### src/rtl/line_fill_ctrl.sv
// line_fill_ctrl: cache miss-service engine. Arbitrates icache/dcache misses,
// fetches an 8-byte line as two 32-bit memory beats, pulses the fill strobe.
// Ports:
//   clk, rst             clock, synchronous active-high reset
//   i_miss/i_addr        icache miss and its address
//   d_miss/d_addr        dcache miss and its address (wins ties)
//   mem_req/mem_addr     memory read request and beat word address
//   mem_ack/mem_rdata    memory accept and read data
//   line_out             assembled 64-bit line, little-endian beats
//   i_fill/d_fill        one-cycle fill strobes
//   stall                core pipeline freeze (combinational)
module line_fill_ctrl #(
    parameter int ADDR_W = 32
) (
    input  logic              clk,
    input  logic              rst,
    input  logic              i_miss,
    input  logic [ADDR_W-1:0] i_addr,
    input  logic              d_miss,
    input  logic [ADDR_W-1:0] d_addr,
    output logic              mem_req,
    output logic [ADDR_W-1:0] mem_addr,
    input  logic              mem_ack,
    input  logic [31:0]       mem_rdata,
    output logic [63:0]       line_out,
    output logic              i_fill,
    output logic              d_fill,
    output logic              stall
);

    localparam logic [1:0] S_IDLE  = 2'd0;
    localparam logic [1:0] S_BEAT0 = 2'd1;
    localparam logic [1:0] S_BEAT1 = 2'd2;
    localparam logic [1:0] S_FILL  = 2'd3;

    localparam logic SRC_I = 1'b0;
    localparam logic SRC_D = 1'b1;

    logic [1:0]        state_q, state_d;
    logic              src_q, src_d;
    // Line base kept without the byte-offset bits; they are always zero.
    logic [ADDR_W-4:0] base_q, base_d;
    logic [63:0]       line_q, line_d;

    // Byte offsets of the miss addresses do not matter for a line fetch.
    logic unused_addr_bits;
    assign unused_addr_bits = ^{i_addr[2:0], d_addr[2:0]};

    always_comb begin
        state_d = state_q;
        src_d   = src_q;
        base_d  = base_q;
        line_d  = line_q;
        unique case (state_q)
            S_IDLE: begin
                if (d_miss) begin
                    src_d   = SRC_D;
                    base_d  = d_addr[ADDR_W-1:3];
                    state_d = S_BEAT0;
                end else if (i_miss) begin
                    src_d   = SRC_I;
                    base_d  = i_addr[ADDR_W-1:3];
                    state_d = S_BEAT0;
                end
            end
            S_BEAT0: begin
                if (mem_ack) begin
                    line_d[31:0] = mem_rdata;
                    state_d      = S_BEAT1;
                end
            end
            S_BEAT1: begin
                if (mem_ack) begin
                    line_d[63:32] = mem_rdata;
                    state_d       = S_FILL;
                end
            end
            S_FILL: begin
                state_d = S_IDLE;
            end
            default: begin
                state_d = S_IDLE;
            end
        endcase
    end

    always_ff @(posedge clk) begin
        if (rst) begin
            state_q <= S_IDLE;
            src_q   <= SRC_D;
            base_q  <= '0;
            line_q  <= '0;
        end else begin
            state_q <= state_d;
            src_q   <= src_d;
            base_q  <= base_d;
            line_q  <= line_d;
        end
    end

    // All memory and fill outputs decode registered state only.
    assign mem_req  = (state_q == S_BEAT0) || (state_q == S_BEAT1);
    // Second beat sets address bit 2; base is 8-byte aligned so no adder.
    assign mem_addr = {base_q, (state_q == S_BEAT1), 2'b00};
    assign line_out = line_q;
    assign i_fill   = (state_q == S_FILL) && (src_q == SRC_I);
    assign d_fill   = (state_q == S_FILL) && (src_q == SRC_D);
    assign stall    = (state_q != S_IDLE) || i_miss || d_miss;

endmodule

### config.mk
export PLATFORM = sky130hd
export DESIGN_NAME = line_fill_ctrl
export DESIGN_NICKNAME = d
export VERILOG_FILES = /design/src/rtl/line_fill_ctrl.sv
export SDC_FILE = /design/constraint.sdc
export NUM_CORES = 1
export LEC_CHECK = 0
export BUFFER_PORTS_ARGS = -buffer_cell sky130_fd_sc_hd__buf_2
export CAP_MARGIN = 20
export CELL_PAD_IN_SITES_DETAIL_PLACEMENT = 0
export CELL_PAD_IN_SITES_GLOBAL_PLACEMENT = 1
export CORE_MARGIN = 4
export CORE_UTILIZATION = 32
export CTS_CLUSTER_DIAMETER = 100
export DETAILED_ROUTE_END_ITERATION = 8
export GPL_TIMING_DRIVEN = 0
export PLACE_DENSITY_LB_ADDON = 0.1
export SKIP_LAST_GASP = 1
export SLEW_MARGIN = 30
export SYNTH_ARGS = -nofsm -noshare
export SYNTH_HDL_FRONTEND = slang
export SYNTH_SLANG_ARGS = --single-unit
### constraint.sdc
create_clock -name clk -period 2.6 [get_ports clk]
set_input_delay 0.13 -clock clk [delete_from_list [all_inputs] [get_ports clk]]
set_output_delay 0.13 -clock clk [all_outputs]
set_load 0.05 [all_outputs]
# Word-level counts from Yosys, hierarchy flattened
# Cells that the tools add are included.
# op_classes
eq_ne,6
n_mux,9
bitwise_logic,1
n_reduce_logical,12
# ops
op,count
$mux 29,2
$mux 2,4
$pmux 2 s4,1
$reduce_and 2->1,3
$eq 2x2->1 const B,2
$reduce_bool 2->1,2
$logic_or 1x1->1,3
$ne 3x3->1 const B,1
$reduce_and 3->1,1
$eq 2x1->1 const B,1
$logic_and 1x1->1,2
$logic_not 2->1,1
$mux 1,2
$ne 2x1->1 const B,1
$ne 2x2->1 const B,1
$not 1->1,1
# word_totals
reg_bits,96
in_bits,101
elab_cells,33

# Logic depth before layout (Yosys ltp)
# depth
depth_word,3
ltp_mapped,7

# Least setup slack after synthesis
# OpenSTA, ideal clock, no wires.
# synth_timing
path_type,register to register
start,register state_q[0]
end,register state_q[0]
setup_time_ps,81
arrival_ps,1436
t_required_ps,2519
path_slack_ps,1082
stages_incl_launch_ff,6
period_less_slack_ps,1518
cell_sequence,dfxtp_1 > inv_1 > ha_1 > or3b_4 > and2_4 > a211oi_2
# synth_between
elab_chain_cells,3
# synth_rtl
element,line_no,source
from (decl),39,"logic [1:0] state_q, state_d;"
from (signal assigned),94,state_q <= state_d;
$eq 2x1->1 (tied with other cells),54,unique case (state_q)
$ne 2x2->1 (no source line) (tied with other cells),-,
$reduce_and 3->1 (no source line),-,
# Several ways; a longest one is shown, not always the timed one.
# A chain may end at the register's enable or synchronous reset.

# Worst setup path in the final report
# layout_timing
start,register state_q[0]
end,output port stall
# layout_between
elab_chain_cells,3
# layout_rtl
element,line_no,source
$reduce_bool 2->1,108,assign stall = (state_q != S_IDLE) || i_miss || d_miss;
$logic_or 1x1->1 (2 in a row),108,
to (decl),28,output logic stall
# No other way between the ends.

==> qor.yml <==
layout_worst_path_cycle_share: 0.690
ys.warnings.count: 0
fin_worst_skew_ps: 5.36
hold_viol: 0
power_per_cell_area_nw_per_um2: 1100
worstSetupPathType: "reg2out"
drt_iter0_markers: 184
vias: 3621
hold_class: "in2reg"
io_pins: 201
critPathSlowestCell: "or3b_4"
ctsHoldBuffers: 0
gp_congestion: 0.753
rsz0062_at_grt: "no"
start_util: 0.332
core-area_sq_um: 11600
die_area_sq_um: 13800
crit_buf_inv: 2
crit_family: "simple AND/OR/NAND/NOR gates"
cts.clk_slew.worst_paths_ps: 60
cp_cell_sequence: "inv_1 -> ha_1 -> or3b_4 -> buf_2"
critPathLaunchType: "flop"
power_mw: 5.80
cts_buffer_depth: 2
synth_edf_count: 0
cts_sinks: 96
cp.arrival_ps: 1660
yosysMostFrequentCell: "nand2_1"
cts.root.buffer_cell: "clkbuf_16"
cts_tree: "yes"
cts_made_buffers: 9
required_ps: 2470
timing.setup.tns_ps: 0
die_w_um: 117
cts_setup_buffers: 0
ys_seq_area_frac: 0.501
fin_nets: 748
yosysTopAreaCellShare: 0.501
synth.distinct_cells: 24
dp_hpwl_um: 8540
critPathCaptureType: "primary output"
ys.flop_type: "dfxtp_1"
drive_above_1_share: 0.380
slew_viol_final: 0
portBuffers: 190
yosysTopAreaCell: "dfxtp_1"
dieHeight_um: 117
avgSynthCellArea_sq_um: 8.74
routedWlPerCell_um: 14.3
htree_levels: 3
status: "finished clean"
ant_nets: 0
crit_path_max_fanout: 4
grt.total_usage: 0.163
clk_latency_ps: 340
antenna_found_initial: 0
rows: 39
post_cts_resized: 0
max-vdd-ir-drop_v: 0.000467
synthTopCellsByCount: "nand2_1 (131), dfxtp_1 (96), a21oi_1 (65)"
synth-seq-cells: 96
synth_top_cells_by_area: "dfxtp_1 (50%), nand2_1 (13%), a21oi_1 (8.5%), mux2i_1 (7.8%), a211oi_2 (6.9%)"
max_freq_mhz: 557
grt_pass1_wl_um: 18300
nFillCells: 1200
diodes: 0
setup_viol: 0
drcViolationCount: 0
via_per_inst: 4.60
grt-ovfl-total: 0
min_period_ps: 1790
first_pass_iters: 4
grt_max_degree: 15
cap_violations: 0
cpPeakStageDelay_ps: 400
syn-cell-area_sq_um: 3830
power.leakage_nw: 2.47
slew_headroom: 0.511
syn_to_final_growth_pct: 37.5
first_global_vias: 3656
worst_pin_slew_ps: 733
async_reset_ff_frac: 0
postSynthCellCount: 439
routed_wl_um: 11300
==> cell usage in the layout (no fill, tap or decap) <==
cell type   count
buf_1           9
nor2b_1         1
clkinvlp_4      1
o21bai_1        1
buf_2         204
buf_6           2
conb_1          2
dfxtp_1        96
clkbuf_16       9
a211oi_2       21
ha_1            6
clkbuf_2        1
or3b_4          1
and2_4          1
nor2_1         30
a211oi_1        9
nand2b_1        2
buf_4           3
mux2i_1        30
o21a_1          1
nand2_1       131
a21oi_1        65
inv_1           2
and2_1          3
clkbuf_1       11
a221o_1         1
bufinv_16       2
==> final timing paths <==
check	startpoint	end	slack, ps	cells past startpoint
max	state_q[0]	stall	810	4
min	mem_rdata[11]	line_out[43]	30	3
max reg2reg	state_q[1]	line_out[24]	960	6
min reg2reg	line_out[56]	line_out[56]	450	2
==> cell type report <==
class,count,area [sq um],share of cell area
timing repair buffer,190,951,0.180
buffer,37,184,0.0349
tap,143,179,0.0339
multi-input combinational,305,1730,0.327
clock buffer,12,236,0.0449
clock inverter,3,67.6,0.0128
sequential,96,1920,0.364
inverter,2,7.51,0.00142
==> kinds of logic (layout without fill, tap and decap cells) <==
family	count (synthesis)	in the layout	share of synthesized area
simple gates	169	169	0.173
compound gates	98	98	0.177
flops	96	96	0.501
buf+inv	39	244	0.0499
mux	30	30	0.0783
fa+ha+maj	6	6	0.0196
other cells	1	2	0.000978
==> tightest hold or removal path: stages <==
cell	delay, ps
buf_2	110
nand2_1	50
a21oi_1	50
==> stage by stage <==
step | instances | hold slack, ps | setup slack (ps) | utilization | area (sq um)
finish | 788 | 34.8 | 806 | 0.456 | 5270
floorplan | 440 | 266 | 1080 | - | 3840
global route | 788 | 29.9 | 708 | 0.456 | 5270
CTS | 788 | 18.4 | 777 | 0.456 | 5270
detailed placement | 773 | 389 | 914 | 0.430 | 4970
global placement | 773 | 383 | 975 | 0.430 | 4970
==> sequential cells by signal, indices dropped and copies added, names as in the netlist <==
signal	cells
state_q	2
base_q	29
src_q	1
line_out	64
==> per-layer routing <==
layer	routed length, um	track usage	up-vias
met4	177	0.0593	0
met3	858	0.0567	13
met5	0	0	-
met1	4780	0.199	1642
met2	5450	0.268	112
li1	-	-	1854
==> report_power, final <==
part	switching, mW	leakage [nW]	internal [mW]
Combinational	1.87	1.54	0.674
Sequential	0.137	0.785	1.75
Clock	0.534	0.143	0.839
(Power assumes the default switching activity.)
